===== config.mk =====
export PLATFORM = sky130hd
export DESIGN_NAME = button_debouncer_array
export DESIGN_NICKNAME = d
export VERILOG_FILES = /design/src/rtl/button_pkg.sv /design/src/rtl/debounce_channel.sv /design/src/rtl/button_debouncer_array.sv
export SDC_FILE = /design/constraint.sdc
export NUM_CORES = 1
export LEC_CHECK = 0
export BUFFER_PORTS_ARGS = -buffer_cell sky130_fd_sc_hd__buf_2
export CELL_PAD_IN_SITES_DETAIL_PLACEMENT = 1
export CELL_PAD_IN_SITES_GLOBAL_PLACEMENT = 2
export CORE_MARGIN = 1
export CORE_UTILIZATION = 43
export DETAILED_ROUTE_END_ITERATION = 10
export GPL_ROUTABILITY_DRIVEN = 0
export PLACE_DENSITY = 0.85
export SETUP_SLACK_MARGIN = 0.1
export SLEW_MARGIN = 20
export SYNTH_ARGS = -nofsm -noshare
export SYNTH_HDL_FRONTEND = slang
export SYNTH_SLANG_ARGS = --single-unit

===== constraint.sdc =====
create_clock -name clk -period 4.4 [get_ports clk]
set_input_delay 0.88 -clock clk [delete_from_list [all_inputs] [get_ports clk]]
set_output_delay 0.88 -clock clk [all_outputs]
set_load 0.02 [all_outputs]

===== src/rtl/button_pkg.sv =====
// ---------------------------------------------------------------------------
// button_pkg
//   Shared definitions for the push-button debouncer array.
//   - idxw(): index width for an n-entry encoder, never less than 1 bit.
//   - DEF_*: filter and auto-repeat timing for the 50 MHz board clock
//     (2^16 cycles ~ 1.3 ms filter, 0.5 s first repeat, 0.1 s repeat rate).
//   - UP/DOWN/LEFT/RIGHT/START: channel index of each physical button.
// ---------------------------------------------------------------------------
package button_pkg;

    localparam int DEF_CNT        = 16;
    localparam int DEF_REP_DELAY  = 25_000_000;
    localparam int DEF_REP_PERIOD = 5_000_000;

    localparam int UP    = 0;
    localparam int DOWN  = 1;
    localparam int LEFT  = 2;
    localparam int RIGHT = 3;
    localparam int START = 4;

    function automatic int idxw(input int n);
        return (n > 1) ? $clog2(n) : 1;
    endfunction

endpackage


===== src/rtl/debounce_channel.sv =====
// ---------------------------------------------------------------------------
// debounce_channel
//   One active-low push-button: two-flop synchroniser, saturating mismatch
//   counter, debounced level and registered press/release strobes.
//   Optional auto-repeat (macro BUTTON_DEBOUNCER_REPEAT_EN): a hold counter
//   produces a repeat strobe REP_DELAY cycles after the press strobe, then
//   every REP_PERIOD cycles while the key stays down. Without the macro the
//   repeat outputs are tied low and no hold counter exists.
//
//   Ports
//     clk_i      clock
//     rst_ni     asynchronous active-low reset
//     key_ni     raw button, active-low, asynchronous
//     state_o    debounced level, 1 = pressed
//     down_o     1-cycle press strobe
//     up_o       1-cycle release strobe
//     rep_o      1-cycle auto-repeat strobe
//     down_d_o   next-cycle value of down_o (for same-cycle encoders)
//     rep_d_o    next-cycle value of rep_o
// ---------------------------------------------------------------------------
module debounce_channel
    import button_pkg::*;
#(
    parameter int CNT        = DEF_CNT,
    parameter int REP_DELAY  = DEF_REP_DELAY,
    parameter int REP_PERIOD = DEF_REP_PERIOD
) (
    input  logic clk_i,
    input  logic rst_ni,
    input  logic key_ni,
    output logic state_o,
    output logic down_o,
    output logic up_o,
    output logic rep_o,
    output logic down_d_o,
    output logic rep_d_o
);

    if (CNT < 1 || REP_DELAY < 2 || REP_PERIOD < 2) begin : g_cfg_check
        $error("debounce_channel: CNT must be >= 1, REP_DELAY and REP_PERIOD >= 2");
    end

    logic [1:0]     sync_q, sync_d;
    logic [CNT-1:0] cnt_q, cnt_d;
    logic           state_q, state_d;
    logic           down_q, down_d;
    logic           up_q, up_d;
    logic           mismatch;
    logic           toggle;

    // The level only flips after 2^CNT consecutive disagreeing samples; any
    // agreeing sample in between clears the count and restarts the interval.
    assign mismatch = state_q ^ sync_q[1];
    assign toggle   = mismatch & (&cnt_q);

    always_comb begin
        sync_d  = {sync_q[0], ~key_ni};
        cnt_d   = '0;
        if (mismatch && !toggle) begin
            cnt_d = cnt_q + 1'b1;
        end
        state_d = state_q ^ toggle;
        down_d  = toggle & ~state_q;
        up_d    = toggle & state_q;
    end

    always_ff @(posedge clk_i or negedge rst_ni) begin
        if (!rst_ni) begin
            sync_q  <= '0;
            cnt_q   <= '0;
            state_q <= 1'b0;
            down_q  <= 1'b0;
            up_q    <= 1'b0;
        end else begin
            sync_q  <= sync_d;
            cnt_q   <= cnt_d;
            state_q <= state_d;
            down_q  <= down_d;
            up_q    <= up_d;
        end
    end

`ifdef BUTTON_DEBOUNCER_REPEAT_EN
    localparam int HOLD_MAX = (REP_DELAY > REP_PERIOD) ? REP_DELAY : REP_PERIOD;
    localparam int HW       = $clog2(HOLD_MAX);
    localparam logic [HW-1:0] DELAY_TERM  = HW'(REP_DELAY - 1);
    localparam logic [HW-1:0] PERIOD_TERM = HW'(REP_PERIOD - 1);

    logic [HW-1:0] hold_q, hold_d;
    logic          phase_q, phase_d;   // 0: waiting for first repeat, 1: periodic
    logic          rep_q, rep_d;
    logic          hold_end;

    // hold_q reads k in the k-th cycle after the press strobe cycle (0 on the
    // strobe cycle itself, since it is held clear while the level is 0), so
    // the strobe registered at hold_q == DELAY_TERM lands exactly REP_DELAY
    // cycles after the press strobe. The counter then restarts per period.
    assign hold_end = phase_q ? (hold_q == PERIOD_TERM) : (hold_q == DELAY_TERM);

    always_comb begin
        hold_d  = '0;
        phase_d = 1'b0;
        rep_d   = 1'b0;
        // A releasing toggle clears the counter and suppresses the strobe,
        // so a repeat never shares a cycle with the release strobe.
        if (state_q && !toggle) begin
            if (hold_end) begin
                rep_d   = 1'b1;
                phase_d = 1'b1;
            end else begin
                hold_d  = hold_q + 1'b1;
                phase_d = phase_q;
            end
        end
    end

    always_ff @(posedge clk_i or negedge rst_ni) begin
        if (!rst_ni) begin
            hold_q  <= '0;
            phase_q <= 1'b0;
            rep_q   <= 1'b0;
        end else begin
            hold_q  <= hold_d;
            phase_q <= phase_d;
            rep_q   <= rep_d;
        end
    end

    assign rep_o   = rep_q;
    assign rep_d_o = rep_d;
`else
    assign rep_o   = 1'b0;
    assign rep_d_o = 1'b0;
`endif

    assign state_o  = state_q;
    assign down_o   = down_q;
    assign up_o     = up_q;
    assign down_d_o = down_d;

endmodule


===== src/rtl/button_debouncer_array.sv =====
// ---------------------------------------------------------------------------
// button_debouncer_array
//   N independent active-low push-button debouncers plus a "last pressed key"
//   register. Optional auto-repeat is enabled with macro
//   BUTTON_DEBOUNCER_REPEAT_EN; repeats then also update the last-key
//   register.
//
//   Ports
//     clk        system clock
//     rst        asynchronous active-low reset
//     key        raw buttons, active-low (0 = pressed)
//     key_state  debounced levels, 1 = pressed
//     key_down   1-cycle press strobes
//     key_up     1-cycle release strobes
//     key_rep    1-cycle auto-repeat strobes (0 without the macro)
//     last_idx   lowest index among the most recent press/repeat strobes
//     last_vld   1-cycle strobe in the cycle last_idx takes a new value
// ---------------------------------------------------------------------------
module button_debouncer_array
    import button_pkg::*;
#(
    parameter int N          = 4,
    parameter int CNT        = DEF_CNT,
    parameter int REP_DELAY  = DEF_REP_DELAY,
    parameter int REP_PERIOD = DEF_REP_PERIOD
) (
    input  logic                 clk,
    input  logic                 rst,
    input  logic [N-1:0]         key,
    output logic [N-1:0]         key_state,
    output logic [N-1:0]         key_down,
    output logic [N-1:0]         key_up,
    output logic [N-1:0]         key_rep,
    output logic [idxw(N)-1:0]   last_idx,
    output logic                 last_vld
);

    localparam int IDXW = idxw(N);

    logic [N-1:0]    down_d;
    logic [N-1:0]    rep_d;
    logic [N-1:0]    event_d;
    logic [IDXW-1:0] last_idx_q, last_idx_d;
    logic            last_vld_q, last_vld_d;

    for (genvar gi = 0; gi < N; gi++) begin : g_ch
        debounce_channel #(
            .CNT        (CNT),
            .REP_DELAY  (REP_DELAY),
            .REP_PERIOD (REP_PERIOD)
        ) u_ch (
            .clk_i    (clk),
            .rst_ni   (rst),
            .key_ni   (key[gi]),
            .state_o  (key_state[gi]),
            .down_o   (key_down[gi]),
            .up_o     (key_up[gi]),
            .rep_o    (key_rep[gi]),
            .down_d_o (down_d[gi]),
            .rep_d_o  (rep_d[gi])
        );
    end

    // Encode from the channels' next-state strobes so the register updates
    // on the same edge that raises the strobe itself.
    assign event_d = down_d | rep_d;

    // Scan from the top down so the lowest active index is the last to write.
    always_comb begin
        last_idx_d = last_idx_q;
        last_vld_d = 1'b0;
        for (int i = N - 1; i >= 0; i--) begin
            if (event_d[i]) begin
                last_idx_d = IDXW'(i);
                last_vld_d = 1'b1;
            end
        end
    end

    always_ff @(posedge clk or negedge rst) begin
        if (!rst) begin
            last_idx_q <= '0;
            last_vld_q <= 1'b0;
        end else begin
            last_idx_q <= last_idx_d;
            last_vld_q <= last_vld_d;
        end
    end

    assign last_idx = last_idx_q;
    assign last_vld = last_vld_q;

endmodule


==> out/metrics.cfg <==
[run_status]
outcome = finished with violations
violations = design-rule violations

[sta]
rsz0062_at_grt = false
tightest_slew_ns = 0.785
setup_viol = 0
slew_headroom_pct = 47.7
fin_tns_setup_ns = 0
slew_viol_final = 0
fin_ws_ns = 2.17
post-route-min-period_ns = 2.23
final.period_utilization_pct = 50.8
fin_worst_skew_ns = 0.0100
finalHoldViolCount = 0
fmax_ghz = 0.448

[grt]
grt_pass1_wl_um = 13300
grt_pass1_vias = 2734
antenna_found_initial = 0
grt-busiest-layer = met2
grt_max_degree = 88
met1_usage_pct = 23.0
grt-ovfl-total = 0
use_met3_pct = 3.87
track_usage_pct = 17.7
use_met2_pct = 28.6

[cells_and_area]
fillers = 997
diodes = 0
layout-drive-gt1-share_pct = 12.0
fin_util_pct = 48.7
fin_nets = 396
final_common_cell = dfrtp_1
layout_common_cells = dfrtp_1 (87), nor2_1 (70), xor2_1 (32), xnor2_1 (25), nand2_1 (22)
area_growth_pct = 8.63

[route]
drt-total-wl_um = 7440
viasPerCell = 5.12
ant_nets = 0
firstDrtPassIters = 7
drc = 4
first_iter_violations = 74
wire_per_inst_um = 14.9
vias = 2554

[power_and_ir_drop]
pwr_density_cell_nw_per_um2 = 363
ir_drop_uv = 162
leakage_nw = 1.97

[placed_design]
dp_hpwl_um = 5080
port_buffers = 20
place_ws_ns = 2.15

[hold_path]
hp-start = g_ch[1].u_ch.sync_q[0]$_DFF_PN0_
hold_end = g_ch[1].u_ch.sync_q[1]$_DFF_PN0_
hold_class = flop to flop
min_path_cells = 0

[worst_setup_path]
worstReg2RegEnd = g_ch[1].u_ch.cnt_q[13]$_DFF_PN0_
arrival_ns = 2.46
cp_common_cell = nor2_1
critPathRequiredTime_ns = 4.63
critPathSlowestCell = or4_4
crit_chain = ha_1 > nand3_2 > or4_4 > nor2_1 > or2_1 > nor2_1
cp_max_fo = 15
startpoint_type = flop
critical_path_class = flop to flop
worst_setup_path_end_kind = flop
reg2reg_slack_ns = 2.17
slowest_delay_ns = 0.57
r2r_cells = 6
r2r_start = g_ch[1].u_ch.cnt_q[0]$_DFF_PN0_

[yosys]
yosysUniqueCellTypes = 42
ys_ff_latch = 87
avgSynthCellArea_um2 = 10.5
ys_seq_area_share_pct = 55.2
syn_area_um2 = 3940
synth_warnings = 0
synth_enable_flop_cells = 0
synth_flop_cell = dfrtp_1
async_reset_ff_share_pct = 100
synthCells = 374

[cts]
cts_tree = done
cts_hold_buffers = 0
root_buffer = clkbuf_8
clock-sinks = 87
cts_max_level = 3
path_clk_slew_ns = 0.09
clk_latency_ns = 0.36
clockBufferDepth = 2
post_cts_resized = 0
post_cts_buffers = 0
cts_made_buffers = 9

[die]
num_rows = 34
coreArea_um2 = 8810
initial_core_util_pct = 44.8
io_pins = 25
die_y_um = 97.8
die_w_um = 97.8
die_area_um2 = 9560

[run]
max_cap_viol_count = 0

layer usage:
layer  up-vias  wire, um
li1       1246         -
met1      1271      3600
met2        26      3540
met3        11       173
met4         0       129
met5         -         0
stage by stage:
step | total power, mW | cells | cell area [um2] | hold slack [ns]
after floorplan | 0.869 | 377 | 3960 | 0.331
after global placement | 0.890 | 483 | 4040 | 0.333
after detailed placement | 0.892 | 483 | 4040 | 0.337
after CTS | 1.58 | 499 | 4280 | 0.348
after global routing | 1.62 | 499 | 4280 | 0.355
final | 1.55 | 499 | 4280 | 0.353
power breakdown:
group	leakage, nW	switching (mW)	internal (mW)	total (mW)
sequential	1.19	0.0115	0.811	0.823
clock	0.124	0.286	0.394	0.680
combinational	0.658	0.0374	0.0136	0.0510
critical path: cells and delay by family, from the launching register on:
family | cells | cell delay [ns]
flip-flops | 1 | 0.41
AND/OR/NAND/NOR | 5 | 1.43
adder cells (fa/ha/maj) | 1 | 0.26
synth_stat cells, types with 3 or more instances:
library cell,instances,area [um2]
a21oi_1,4,20.0
and3_1,10,62.6
and4_1,8,70.1
buf_2,3,15.0
buf_4,17,128
dfrtp_1,87,2180
ha_1,4,50.1
inv_1,11,41.3
mux2_2,4,45.0
nand2_1,22,82.6
nand3_1,21,105
nand4_1,14,87.6
nor2_1,70,263
nor3_1,4,20.0
nor4_1,3,18.8
o21ai_0,3,15.0
or3_1,5,31.3
xnor2_1,25,219
xor2_1,32,280
cells by family (layout without fill, tap and decap cells):
group           count (synthesis)  in the layout  synth area share (%)
simple gates                  178            178                  23.2
mux                             4              4                  1.14
buf+inv                        34             48                  5.17
fa+ha+maj                       4              4                  1.27
other cells                     1              4                0.0951
xor+xnor                       57             57                  12.7
compound gates                  9              9                  1.30
flops                          87             87                  55.2
registers in the layout (all words and copies together), names as in the netlist, named ones only:
signal,flops
g_ch.u_ch.cnt_q,64
g_ch.u_ch.down_o,4
g_ch.u_ch.sync_q,8
g_ch.u_ch.up_o,4
last_idx,2
last_vld,1
how the worst max path moves through the flow:
stage	start	to	cells past startpoint
2_1_floorplan	g_ch[1].u_ch.cnt_q[0]$_DFF_PN0_	last_idx[1]$_DFFE_PN0P_	7
3_3_place_gp	g_ch[1].u_ch.cnt_q[0]$_DFF_PN0_	g_ch[1].u_ch.cnt_q[3]$_DFF_PN0_	6
3_5_place_dp	g_ch[1].u_ch.cnt_q[0]$_DFF_PN0_	g_ch[1].u_ch.cnt_q[4]$_DFF_PN0_	6
4_1_cts	g_ch[1].u_ch.cnt_q[0]$_DFF_PN0_	g_ch[1].u_ch.cnt_q[8]$_DFF_PN0_	6
5_1_grt	g_ch[1].u_ch.cnt_q[0]$_DFF_PN0_	g_ch[1].u_ch.cnt_q[6]$_DFF_PN0_	6
6_report	g_ch[1].u_ch.cnt_q[0]$_DFF_PN0_	g_ch[1].u_ch.cnt_q[13]$_DFF_PN0_	6
final cells by class:
cell class                      instances  area, um2  area share (%)
Multi-Input combinational cell        256       1570            36.7
Timing Repair Buffer                   20        106            2.48
Inverter                               12       46.3            1.08
Clock buffer                           11        141            3.30
Clock inverter                          5        104            2.42
Tap cell                              108        135            3.15
Sequential cell                        87       2180            50.8
(Power assumes the default switching activity.)
